**config.mk**
```make
export PLATFORM = sky130hd
export DESIGN_NAME = ctrl_bridge
export DESIGN_NICKNAME = d
export VERILOG_FILES = /design/src/rtl/ctrl_bridge.sv
export SDC_FILE = /design/constraint.sdc
export NUM_CORES = 1
export LEC_CHECK = 0
export CAP_MARGIN = 20
export CORE_UTILIZATION = 45
export DETAILED_ROUTE_END_ITERATION = 7
export HOLD_SLACK_MARGIN = 0.15
export PLACE_DENSITY = 0.86
export SETUP_SLACK_MARGIN = 0.15
export SLEW_MARGIN = 20
export SYNTH_ARGS = -nofsm -noshare
export SYNTH_HDL_FRONTEND = slang
export SYNTH_SLANG_ARGS = --single-unit
```
**constraint.sdc**
```tcl
create_clock -name clk_i -period 1.9 [get_ports clk_i]
set_input_delay 0.285 -clock clk_i [delete_from_list [all_inputs] [get_ports clk_i]]
set_output_delay 0.285 -clock clk_i [all_outputs]
set_load 0.005 [all_outputs]
```
**src/rtl/ctrl_bridge.sv**
```systemverilog
// Byte-stream to Wishbone B4 classic bridge.
// Framed commands drive one bus cycle; each frame ends in a status byte.
module ctrl_bridge #(
  parameter int ADR_W   = 16,
  parameter int DAT_W   = 32,
  parameter int TIMEOUT = 255
) (
  input  logic               clk_i,
  input  logic               rst_ni,
  output logic               wb_cyc_o,
  output logic               wb_stb_o,
  output logic               wb_we_o,
  output logic [ADR_W-1:0]   wb_adr_o,
  output logic [DAT_W-1:0]   wb_dat_o,
  output logic [DAT_W/8-1:0] wb_sel_o,
  input  logic [DAT_W-1:0]   wb_dat_i,
  input  logic               wb_ack_i,
  input  logic               wb_err_i,
  input  logic [7:0]         rx_data_i,
  input  logic               rx_valid_i,
  output logic [7:0]         tx_data_o,
  output logic               tx_valid_o
);

  localparam int ADR_B = ADR_W / 8;
  localparam int DAT_B = DAT_W / 8;
  localparam int NB_MX = (ADR_B > DAT_B) ? ADR_B : DAT_B;
  localparam int CNT_W = $clog2(NB_MX + 1);
  localparam int TMR_W = (TIMEOUT > 0) ? $clog2(TIMEOUT + 1) : 1;

  typedef enum logic [2:0] {
    S_IDLE,
    S_ADDR,
    S_WDATA,
    S_WAIT,
    S_STATUS,
    S_RDATA
  } state_t;

  state_t             state_q, state_d;
  logic [CNT_W-1:0]   cnt_q, cnt_d;
  logic [TMR_W-1:0]   timer_q, timer_d;
  logic               cyc_q, cyc_d;
  logic               we_q, we_d;
  logic [ADR_W-1:0]   adr_q, adr_d;
  logic [DAT_W-1:0]   dat_q, dat_d;
  logic [DAT_W-1:0]   rdat_q, rdat_d;
  logic [1:0]         status_q, status_d;

  logic last_adr;
  logic last_dat;
  logic expire;

  assign last_adr = (cnt_q == CNT_W'(ADR_B - 1));
  assign last_dat = (cnt_q == CNT_W'(DAT_B - 1));
  assign expire   = (TIMEOUT != 0) &&
                    (int'(timer_q) == TIMEOUT - 1);

  // State register and datapath flops.
  always_ff @(posedge clk_i or negedge rst_ni) begin
    if (!rst_ni) begin
      state_q  <= S_IDLE;
      cnt_q    <= '0;
      timer_q  <= '0;
      cyc_q    <= 1'b0;
      we_q     <= 1'b0;
      adr_q    <= '0;
      dat_q    <= '0;
      rdat_q   <= '0;
      status_q <= '0;
    end else begin
      state_q  <= state_d;
      cnt_q    <= cnt_d;
      timer_q  <= timer_d;
      cyc_q    <= cyc_d;
      we_q     <= we_d;
      adr_q    <= adr_d;
      dat_q    <= dat_d;
      rdat_q   <= rdat_d;
      status_q <= status_d;
    end
  end

  // Frame parser, bus-cycle control and timeout.
  always_comb begin
    state_d  = state_q;
    cnt_d    = cnt_q;
    timer_d  = timer_q;
    cyc_d    = cyc_q;
    we_d     = we_q;
    adr_d    = adr_q;
    dat_d    = dat_q;
    rdat_d   = rdat_q;
    status_d = status_q;
    unique case (state_q)
      S_IDLE: begin
        if (rx_valid_i && rx_data_i[6:0] == 7'd0) begin
          we_d    = rx_data_i[7];
          cnt_d   = '0;
          state_d = S_ADDR;
        end
      end
      S_ADDR: begin
        if (rx_valid_i) begin
          adr_d = (adr_q << 8) | ADR_W'(rx_data_i);
          cnt_d = cnt_q + CNT_W'(1);
          if (last_adr) begin
            cnt_d = '0;
            if (we_q) begin
              state_d = S_WDATA;
            end else begin
              state_d = S_WAIT;
              cyc_d   = 1'b1;
              timer_d = '0;
            end
          end
        end
      end
      S_WDATA: begin
        if (rx_valid_i) begin
          dat_d = (dat_q << 8) | DAT_W'(rx_data_i);
          cnt_d = cnt_q + CNT_W'(1);
          if (last_dat) begin
            cnt_d   = '0;
            state_d = S_WAIT;
            cyc_d   = 1'b1;
            timer_d = '0;
          end
        end
      end
      S_WAIT: begin
        if (wb_ack_i || wb_err_i) begin
          status_d = wb_err_i ? 2'd3 : 2'd1;
          if (!wb_err_i && !we_q) begin
            rdat_d = wb_dat_i;
          end
          cyc_d   = 1'b0;
          cnt_d   = '0;
          state_d = S_STATUS;
        end else if (expire) begin
          status_d = 2'd2;
          cyc_d    = 1'b0;
          cnt_d    = '0;
          state_d  = S_STATUS;
        end else if (TIMEOUT != 0) begin
          timer_d = timer_q + TMR_W'(1);
        end
      end
      S_STATUS: begin
        if (rx_valid_i) begin
          cnt_d = '0;
          if (!we_q && status_q == 2'd1) begin
            state_d = S_RDATA;
          end else begin
            state_d = S_IDLE;
          end
        end
      end
      S_RDATA: begin
        if (rx_valid_i) begin
          rdat_d = rdat_q << 8;
          cnt_d  = cnt_q + CNT_W'(1);
          if (last_dat) begin
            cnt_d   = '0;
            state_d = S_IDLE;
          end
        end
      end
      default: begin
        state_d = S_IDLE;
        cyc_d   = 1'b0;
      end
    endcase
  end

  // Reply byte depends only on registered state.
  always_comb begin
    tx_data_o = 8'h00;
    unique case (state_q)
      S_STATUS: tx_data_o = {6'd0, status_q};
      S_RDATA:  tx_data_o = rdat_q[DAT_W-1 -: 8];
      default:  tx_data_o = 8'h00;
    endcase
  end

  assign tx_valid_o = rx_valid_i;
  assign wb_cyc_o   = cyc_q;
  assign wb_stb_o   = cyc_q;
  assign wb_we_o    = we_q;
  assign wb_adr_o   = adr_q;
  assign wb_dat_o   = dat_q;
  assign wb_sel_o   = '1;

endmodule

```
==> results.md, run 1 <==
- Status: complete, but fails checks
- Setup_tns: -0.381 ns
- Initial Util: 47.0%
- Syn Inst Count: 388
- First-pass iteration count of the detailed router: 4
- First-pass GRT wire length: between 15000 and 20000 µm
- Buffers added on ports: 104
- Ant. Diodes: 0
- DRT iter0 DRCs: around 300
- CTS buffer count: 9
- Clock Path Buffers: 2
- Die Span Y: slightly above 100 µm
- Synth Area in Compound Gates: about 11%
- GRT Total Usage: between 20% and 30%
- Dpl hpwl: 8090 µm
- Total gr overflow: 0
- Largest net degree at the start of global routing: between 50 and 60
- DR vias/cell: ~5.6
- CORE AREA: 0.00986 mm²
- Layout area overhead: 45.1%
- Post-synthesis simple-gate area fraction: between 10% and 20%
- Die Wd: roughly 100 µm
- Multiplexer area fraction after synthesis: between 10% and 20%
- Top FF cell, synth: dfrtp_1
- Startpoint Class: flop
- Max Clk Rate: 0.498 GHz
- Worst path max stage delay: approximately 0.5 ns
- # placed instances: roughly 640
- Final setup viols: 9
- R2r setup slk: -0.11 ns
- Pleak: around 3.1 nW
- Crit path cell chain: buf_4 -> buf_4 -> or4b_4 -> o21ai_2 -> a21oi_2 -> o311ai_4 -> buf_6 -> mux2i_4
- Met2 Use GR: 38.7%
- Largest family of logic cells by synthesized area: multiplexers
- Count of different cell masters after synthesis: 54
- Part of the Yosys area used for sequential elements: between 50 and 60%
- DR WL/cell: just over 20 µm
- Internal power: 5.62 mW
- Arrival time worst endpoint: between 2 and 2.5 ns
- Antenna-violating nets left: 0
- Critical Path End Type: flop
- Antenna violations before repair: 0
- Final hold violation count: 0
- Fillers: around 650
- Psw: about 3.0 mW
- Number of synthesized flops with an enable pin: 0
- Synth warn: 0
- Clock Latency Late Sink: a little under 0.4 ns
- Fin crit period: around 2 ns
- M1 GR Usage: ~29%
- Total wire length: ~14000 µm
- Die footprint: roughly 0.011 mm²
- CTS tree: built
- NumNets Final: about 600
- FP Rows: 36
- Asr flop ratio synth: between 90% and 100%
- Syn avg cell area: ~12 µm²
- Worst-path clk slew: 0.11 ns
- Crit-path max FO: 4
- Tcrit/Tclk final: 106%
- Failing checks: negative setup slack
- # DRC: 0
- Switching share of total power: 34.7%
- Via total after detailed routing: roughly 3800
- Post-Synth Adder-Cell Area: 1.62%
- Layout cells sized above 1: 33.6%
- PwrDens: about 1300 mW/mm²
- Critical path's most frequent cell: buf_4
- Max-slew violations: 0
- Clock root buffer: clkbuf_8
- Ports: 109
- CTS Sinks: between 90 and 100
- Final setup margin: -0.108 ns
- Post-DP Area: 0.00601 mm²
- Fin area: between 0.006 and 0.007 mm²
- Vias in the first global route: 3674
- Final std cells w/o fill: 681
- Pre-CTS setup slack: -0.328 ns
- Grt peak-use layer: met2
- Post-Synth XOR/XNOR Area: 0.189%
- RSZ-0062 raised after global routing: true
- Hold WC Path Type: primary input to async pin
- Flop pwr share: 39.1%
- R2R depth: 8
- Global placement routability congestion: around 0.8
- Combinational Power Share: between 40% and 50%
- Clock Power Share: around 15%
- Syn Std Cell Area: ~0.0046 mm²
- Worst setup path class: flop to flop
- H-tree levels: 3
- Clk_skew: around 0.021 ns
- Worst EP required: between 2 and 2.5 ns
- M3 GR Usage: 3.40%
- VDD IR max: around 810 µV
- Slowest-stage cell, CP: or4b_4
- Maxcap violations: 0
- Synth Register Bits: 98
## cells by family (layout without fill, tap and decap cells)
group / after synthesis / count (layout)
simple gates: 87 / 87
compound gates: 75 / 75
buf+inv: 40 / 197
mux: 80 / 80
other cells: 1 / 4
xor+xnor: 1 / 1
flops: 98 / 98
fa+ha+maj: 6 / 6
## routing by layer
layer	wire length, µm	vias up
li1	-	1680
met1	5600	1911
met2	6980	142
met3	587	49
met4	575	0
met5	0	-
## state kept, by name (all words and copies together) (netlist names)
| register | flops |
|---|---|
| wb_cyc_o | 1 |
| wb_adr_o | 16 |
| rdat_q | 32 |
| wb_dat_o | 32 |
| status_q | 2 |
| timer_q | 8 |
| wb_we_o | 1 |
| cnt_q | 3 |
| state_q | 3 |
## worst max-delay path, delay by kind of cell, from the launching register on
family	cells	cell delay, ns
simple gates	1	0.50
flops	1	0.47
buf+inv	3	0.45
compound gates	3	0.28
mux	1	0.23
## power by group through the flow
| stage | Clock [mW] | Sequential (mW) | Combinational, mW |
|---|---|---|---|
| CTS | 1.28 | 3.31 | 3.43 |
| global route | 1.38 | 3.45 | 4.21 |
| global placement | 0 | 3.29 | 3.04 |
| floorplan | 0 | 3.25 | 1.73 |
| detailed placement | 0 | 3.35 | 3.18 |
| finish | 1.28 | 3.36 | 3.96 |
## layout by cell type (no fill, tap or decap), types with 5 or more instances in the layout
| master | count |
|---|---|
| a22o_1 | 8 |
| o21ai_1 | 7 |
| a21oi_1 | 6 |
| buf_4 | 49 |
| mux2i_1 | 27 |
| clkdlybuf4s50_1 | 93 |
| mux2_2 | 17 |
| inv_1 | 10 |
| buf_6 | 13 |
| dfrtp_2 | 5 |
| mux2_4 | 35 |
| clkbuf_8 | 9 |
| nor2_1 | 9 |
| o21ai_0 | 24 |
| nand3_1 | 5 |
| dfrtp_1 | 93 |
| nand2_1 | 33 |
## what timing repair did
action,in CTS,in global routing
gates cloned,1,2
endpoints found under the setup margin,64,95
resized for setup,58,63
hold buffers,1,0
endpoints found under the hold margin,30,0
pin swaps,11,4
buffers inserted,11,14
## worst paths after layout
check	from	end
worst max register to register	state_q[0]	state_q[0]
worst max-delay path	state_q[0]	state_q[0]
worst min register to register	rdat_q[28]	rdat_q[28]
max in group asynchronous	rst_ni	wb_dat_o[0]
min in group clk_i	rx_data_i[2]	wb_dat_o[2]
worst min-delay path	rst_ni	rdat_q[1]
## stage by stage
| step | hold WS [ns] | utilization (%) | power, mW |
|---|---|---|---|
| detailed placement | 0.253 | 60.9 | 6.52 |
| CTS | 0.388 | 64.7 | 8.02 |
| global placement | 0.243 | 60.9 | 6.33 |
| finish | 0.375 | 68.2 | 8.61 |
| global route | 0.429 | 68.2 | 9.04 |
| floorplan | -0.0106 | - | 4.98 |
## final cells by class
cell class / count / area [µm²] / share of cell area, %
flip-flops and latches: 98 / 2460 / 36.5
multi-input cells: 253 / 2220 / 32.9
well taps: 133 / 166 / 2.47
clock buffers: 10 / 128 / 1.90
inverters: 10 / 37.5 / 0.558
clock inverters: 6 / 48.8 / 0.725
repair buffers: 171 / 1670 / 24.9
## cells in the mapped netlist, types with 3 or more instances
library cell  instances  share of area (%)
mux2i_1              28                6.0
inv_1                10               0.81
nand3_1               5               0.54
nand4_1               3               0.40
and2_1                9                1.2
buf_4                 8                1.3
o211ai_1              3               0.49
o21ai_0              32                3.5
nor2_1               12               0.97
or4_1                 3               0.49
buf_2                 7               0.76
ha_1                  6                1.6
mux2_4                3               0.97
buf_6                 5                1.2
nand3b_1              3               0.49
mux2_2               48                 12
clkbuf_1              9               0.73
a22o_1                8                1.5
nand2_1              35                2.8
nand2b_1              3               0.40
a21oi_1               8               0.86
dfrtp_1              98                 53
o21ai_1               3               0.32
No activity file was read; power rests on OpenSTA's default activity.
==> run 2: changes to the inputs <==
- CORE_UTILIZATION: 45 -> 50
- PLACE_DENSITY: 0.86 -> 0.9
- SKIP_CTS_REPAIR_TIMING: default -> 1
- clock period: 1.9 -> 2.3 ns (I/O delays scaled with it)
==> results.md, run 2 (synthesis gave the netlist of run 1 again) <==
- Status: complete, but fails checks (unchanged)
- Failing checks: design-rule violations (was negative setup slack)
- CTS buffer count: 9 (unchanged)
- FP Rows: 34 (was 36)
- Worst hold slack: 0.474 ns (was 0.375 ns)
- Crit-path max FO: 4 (unchanged)
- Via total after detailed routing: 3394 (was 3782)
- Layout cells sized above 1: 20.3% (was 33.6%)
- Initial Util: 52.4% (was 47.0%)
- Vias in the first global route: 3319 (was 3674)
- H-tree levels: 3 (unchanged)
- Commonest cells after routing, fill and taps aside: clkdlybuf4s50_1, dfrtp_1, mux2_2, nand2_1, o21ai_0 (was dfrtp_1, clkdlybuf4s50_1, buf_4, mux2_4, nand2_1)
- Pleak: 2.82 nW (was 3.12 nW)
- CTS Sinks: 98 (unchanged)
- Final setup margin: 0.199 ns (was -0.108 ns)
- Ports: 109 (unchanged)
- Fin area: 0.00602 mm² (was 0.00673 mm²)
- # DRC: 1 (was 0)
- Antenna-violating nets left: 0 (unchanged)
- Largest net degree at the start of global routing: 57 (unchanged)
- DR vias/cell: 5.55 (about the same)
- Fin crit period: 2.10 ns (was 2.01 ns)
- Worst-path clk slew: 0.10 ns (was 0.11 ns)
- Layout area overhead: 29.9% (was 45.1%)
- Worst EP required: 2.56 ns (was 2.21 ns)
- Final setup viols: 0 (was 9)
- Dpl hpwl: 7470 µm (was 8090 µm)
- VDD IR max: 623 µV (was 805 µV)
- Commonest non-fill, non-tap cell in the layout: clkdlybuf4s50_1
- Die Span Y: 98.3 µm (was 104 µm)
- Max Clk Rate: 0.476 GHz (was 0.498 GHz)
- Arrival time worst endpoint: 2.36 ns (was 2.32 ns)
- CTS tree: built (unchanged)
- Hold WC Path Type: primary input to async pin (unchanged)
- First-pass GRT wire length: 17000 µm (was 19500 µm)
- Ant. Diodes: 0 (unchanged)
- CORE AREA: 0.00885 mm² (was 0.00986 mm²)
- Global placement routability congestion: 0.848 (was 0.824)
- Final hold violation count: 0 (unchanged)
- Tcrit/Tclk final: 91.4% (was 106%)
- Max-slew violations: 0 (unchanged)
- Startpoint Class: flop (unchanged)
- Total wire length: 10400 µm (was 13700 µm)
- Total power: 6.23 mW (was 8.61 mW)
- Worst setup path class: flop to flop (unchanged)
- Critical Path End Type: flop (unchanged)
- Clock root buffer: clkbuf_8 (unchanged)
- DRT iter0 DRCs: 212 (was 299)
- DR WL/cell: 17.0 µm (was 20.2 µm)
- Clk_skew: 0.00876 ns (was 0.0208 ns)
- Final std cells w/o fill: 611 (was 681)
- Final Util: 68.1% (was 68.2%)
- Post-DP Area: 0.00580 mm² (was 0.00601 mm²)
- Die footprint: 0.00966 mm² (was 0.0107 mm²)
- PwrDens: 1030 mW/mm² (was 1280 mW/mm²)
- First-pass iteration count of the detailed router: 8 (was 4)
- RSZ-0062 raised after global routing: false (was true)
- # placed instances: 591 (was 636)
- Setup_tns: 0 ns (was -0.381 ns)
- Buffers added on ports: 104 (unchanged)
- Clock Latency Late Sink: 0.36 ns (was 0.39 ns)
- Die Wd: 98.3 µm (was 104 µm)
- Clock Path Buffers: 2 (unchanged)
- GRT Total Usage: 22.5% (was 23.2%)
- Antenna violations before repair: 0 (unchanged)
- Total gr overflow: 0 (unchanged)
- Pre-CTS setup slack: 0.0162 ns (was -0.328 ns)
- Maxcap violations: 0 (unchanged)
- NumNets Final: 549 (was 594)
run 2: report_power, final:
group / switching [mW] / total [mW] / internal, mW
clock: 0.609 / 1.01 / 0.403
sequential: 0.420 / 2.75 / 2.33
combinational: 1.03 / 2.47 / 1.44
total: 2.06 / 6.23 / 4.17
run 2: final cells by class:
class / count / area, µm²
fill: 631 / 2830
sequential: 98 / 2450
multi-input combinational: 253 / 1970
timing repair buffer: 126 / 1250
tap: 108 / 135
clock buffer: 9 / 124
clock inverter: 7 / 51.3
inverter: 10 / 37.5
run 2: path summary, 6_finish.rpt:
path / startpoint / endpoint / slack (ns) / cells past startpoint
setup reg to reg: cnt_q[0] / state_q[2] / 0.20 / 7
hold / removal: rst_ni / wb_dat_o[22] / 0.47 / 2
min in group clk_i: rdat_q[28] / rdat_q[28] / 0.48 / 2
max in group asynchronous: rst_ni / wb_adr_o[1] / 1.18 / 3
setup / recovery: cnt_q[0] / state_q[2] / 0.20 / 7
hold reg to reg: rdat_q[28] / rdat_q[28] / 0.48 / 2
run 2: worst max-delay path, cell delays in order, from the launching register on:
cell and delay (ns):
dfrtp_1 0.43, ha_1 0.23, ha_1 0.22, or4b_1 0.46, o21ai_1 0.11, a21oi_2 0.09
o311ai_2 0.12, mux2_4 0.33
run 2: metal layers:
layer | GRT usage [%] | up-vias | routed length (µm)
met5 | 0 | - | 0
met4 | 8.27 | 0 | 220
met3 | 4.58 | 17 | 457
met2 | 36.2 | 114 | 5350
met1 | 30.2 | 1669 | 4350
li1 | - | 1594 | -
==> run 3: changes to the inputs <==
--- a/config.mk
+++ b/config.mk
@@ -7,8 +7,9 @@
 export LEC_CHECK = 0
 export CAP_MARGIN = 20
-export CORE_UTILIZATION = 50
+export CORE_UTILIZATION = 54
 export DETAILED_ROUTE_END_ITERATION = 7
+export GPL_TIMING_DRIVEN = 0
 export HOLD_SLACK_MARGIN = 0.15
-export PLACE_DENSITY = 0.9
+export PLACE_DENSITY = 0.95
 export SETUP_SLACK_MARGIN = 0.15
 export SKIP_CTS_REPAIR_TIMING = 1
==> constraint.sdc (replaced) <==
create_clock -name clk_i -period 2.7 [get_ports clk_i]
set_input_delay 0.405 -clock clk_i [delete_from_list [all_inputs] [get_ports clk_i]]
set_output_delay 0.405 -clock clk_i [all_outputs]
set_load 0.02 [all_outputs]
==> results.md, run 3 (synthesis gave the netlist of run 1 again) <==
- Maxcap violations: 0 (unchanged)
- Final hold violation count: 0 (unchanged)
- Status: completed (was complete, but fails checks)
- Fin area: 0.00609 mm² (was 0.00602 mm²)
- Buffers added on ports: 103 (was 104)
- Worst hold slack: 0.396 ns (was 0.474 ns)
- Largest net degree at the start of global routing: 75 (was 57)
- Global placement routability congestion: 0.900 (was 0.848)
- CTS Sinks: 98 (unchanged)
- Die Wd: 94.7 µm (was 98.3 µm)
- First-pass iteration count of the detailed router: 5 (was 8)
- PwrDens: 962 mW/mm² (was 1030 mW/mm²)
- Total wire length: 11300 µm (was 10400 µm)
- Clock root buffer: clkbuf_8 (unchanged)
- # DRC: 0 (was 1)
- Layout area overhead: 31.4% (was 29.9%)
- RSZ-0062 raised after global routing: true (was false)
- Die footprint: 0.00896 mm² (was 0.00966 mm²)
- Initial Util: 56.2% (was 52.4%)
- First-pass GRT wire length: 18200 µm (was 17000 µm)
- Commonest cells after routing, fill and taps aside: dfrtp_1, clkdlybuf4s50_1, mux2_2, nand2_1, o21ai_0 (was clkdlybuf4s50_1, dfrtp_1, mux2_2, nand2_1, o21ai_0)
- Clk_skew: 0.0106 ns (was 0.00876 ns)
- Ports: 109 (unchanged)
- Die Span Y: 94.7 µm (was 98.3 µm)
- Via total after detailed routing: 3618 (was 3394)
- Crit-path max FO: 10 (was 4)
- NumNets Final: 558 (was 549)
- Critical Path End Type: output port (was flop)
- Hold WC Path Type: primary input to flop (was primary input to async pin)
- Max-slew headroom: 56.1%
- Tcrit/Tclk final: 96.8%
- CORE AREA: 0.00826 mm² (was 0.00885 mm²)
- DRT iter0 DRCs: 295 (was 212)
- Max-slew violations: 0 (unchanged)
- Dpl hpwl: 8210 µm (was 7470 µm)
- Worst setup path class: flop to output port (was flop to flop)
- H-tree levels: 3 (unchanged)
- Final setup viols: 0 (unchanged)
- Max Clk Rate: 0.383 GHz
- Commonest non-fill, non-tap cell in the layout: dfrtp_1 (was clkdlybuf4s50_1)
- GRT Total Usage: 26.8% (was 22.5%)
- Worst-path clk slew: 0.09 ns (was 0.10 ns)
- CTS buffer count: 9 (unchanged)
- FP Rows: 33 (was 34)
- VDD IR max: 662 µV (was 623 µV)
- Ant. Diodes: 0 (unchanged)
- Arrival time worst endpoint: 2.21 ns (was 2.36 ns)
- Startpoint Class: flop (unchanged)
- DR WL/cell: 18.4 µm (was 17.0 µm)
- Antenna violations before repair: 0 (unchanged)
- Pleak: 2.95 nW (was 2.82 nW)
- Vias in the first global route: 3647 (was 3319)
- Post-DP Area: 0.00584 mm² (was 0.00580 mm²)
- Worst EP required: 2.30 ns (was 2.56 ns)
- Slew of the pin with the lowest slew margin: around 0.66 ns
- Total gr overflow: 0 (unchanged)
- DR vias/cell: 5.87 (was 5.55)
- Clock Path Buffers: 2 (unchanged)
- Antenna-violating nets left: 0 (unchanged)
- CTS tree: built (unchanged)
- Layout cells sized above 1: 19.8% (was 20.3%)
- Fin crit period: 2.61 ns
- Clock Latency Late Sink: 0.37 ns (was 0.36 ns)
-- run 3: changes by cell type in the layout (fill, tap and decap cells not counted), moves of 2 or more --
cell,previous run,this run
dlymetal6s2s_1,1,7
clkinv_4,0,2
buf_12,3,0
bufinv_16,0,2
clkinv_2,3,0
inv_6,2,0
buf_6,0,6
clkbuf_1,0,10
buf_2,0,7
buf_4,18,8
clkdlybuf4s50_1,102,95
-- run 3: final timing paths --
check	from	endpoint	slack, ns	depth (start not counted)
max	state_q[0]	tx_data_o[2]	0.09	6
min	rx_valid_i	wb_cyc_o	0.40	3
max reg2reg	cnt_q[0]	state_q[2]	0.56	7
min reg2reg	rdat_q[11]	rdat_q[11]	0.49	2
max in group asynchronous	rst_ni	wb_dat_o[9]	1.61	3
min in group asynchronous	rst_ni	wb_dat_o[29]	0.45	2
-- run 3: report_power, final --
| part | switching, mW | internal (mW) |
|---|---|---|
| registers | 0.365 | 1.98 |
| logic | 1.25 | 1.23 |
| clock network | 0.503 | 0.527 |
-- run 3: cell type report --
cell class | instances | area (µm²)
well taps | 105 | 131
multi-input cells | 253 | 1970
plain buffers | 30 | 199
flip-flops and latches | 98 | 2450
fillers | 547 | 2170
clock buffers | 10 | 128
repair buffers | 105 | 1090
inverters | 10 | 37.5
clock inverters | 5 | 88.8
-- run 3: metrics by stage --
| step | setup slack, ns | TNS, ns | cells | utilization (%) | power, mW |
|---|---|---|---|---|---|
| final | 0.0872 | 0 | 616 | 73.8 | 5.86 |
| after CTS | -0.104 | -0.585 | 615 | 73.3 | 5.85 |
| after global routing | 0.0248 | 0 | 616 | 73.8 | 6.17 |
| after detailed placement | 0.273 | 0 | 600 | 70.7 | 4.80 |
| after global placement | -2.22 | -216.84 | 599 | 70.4 | 4.64 |
| after floorplan | 0.732 | 0 | 391 | - | 3.80 |
-- run 3: metal layers --
metal	GRT usage [%]	up-vias	share of wire [%]
met5	0	-	0
met4	13.8	0	3.5
met3	4.83	43	4.8
li1	-	1612	-
met1	35.1	1796	41
met2	42.9	167	50
-- run 3: worst max-delay path, cell delays in order, from the launching register on --
cell and delay (ns):
dfrtp_2 0.43, buf_6 0.16, buf_6 0.17, nand2_1 0.11, nor2_4 0.17, and2_1 0.19, clkdlybuf4s50_1 0.61
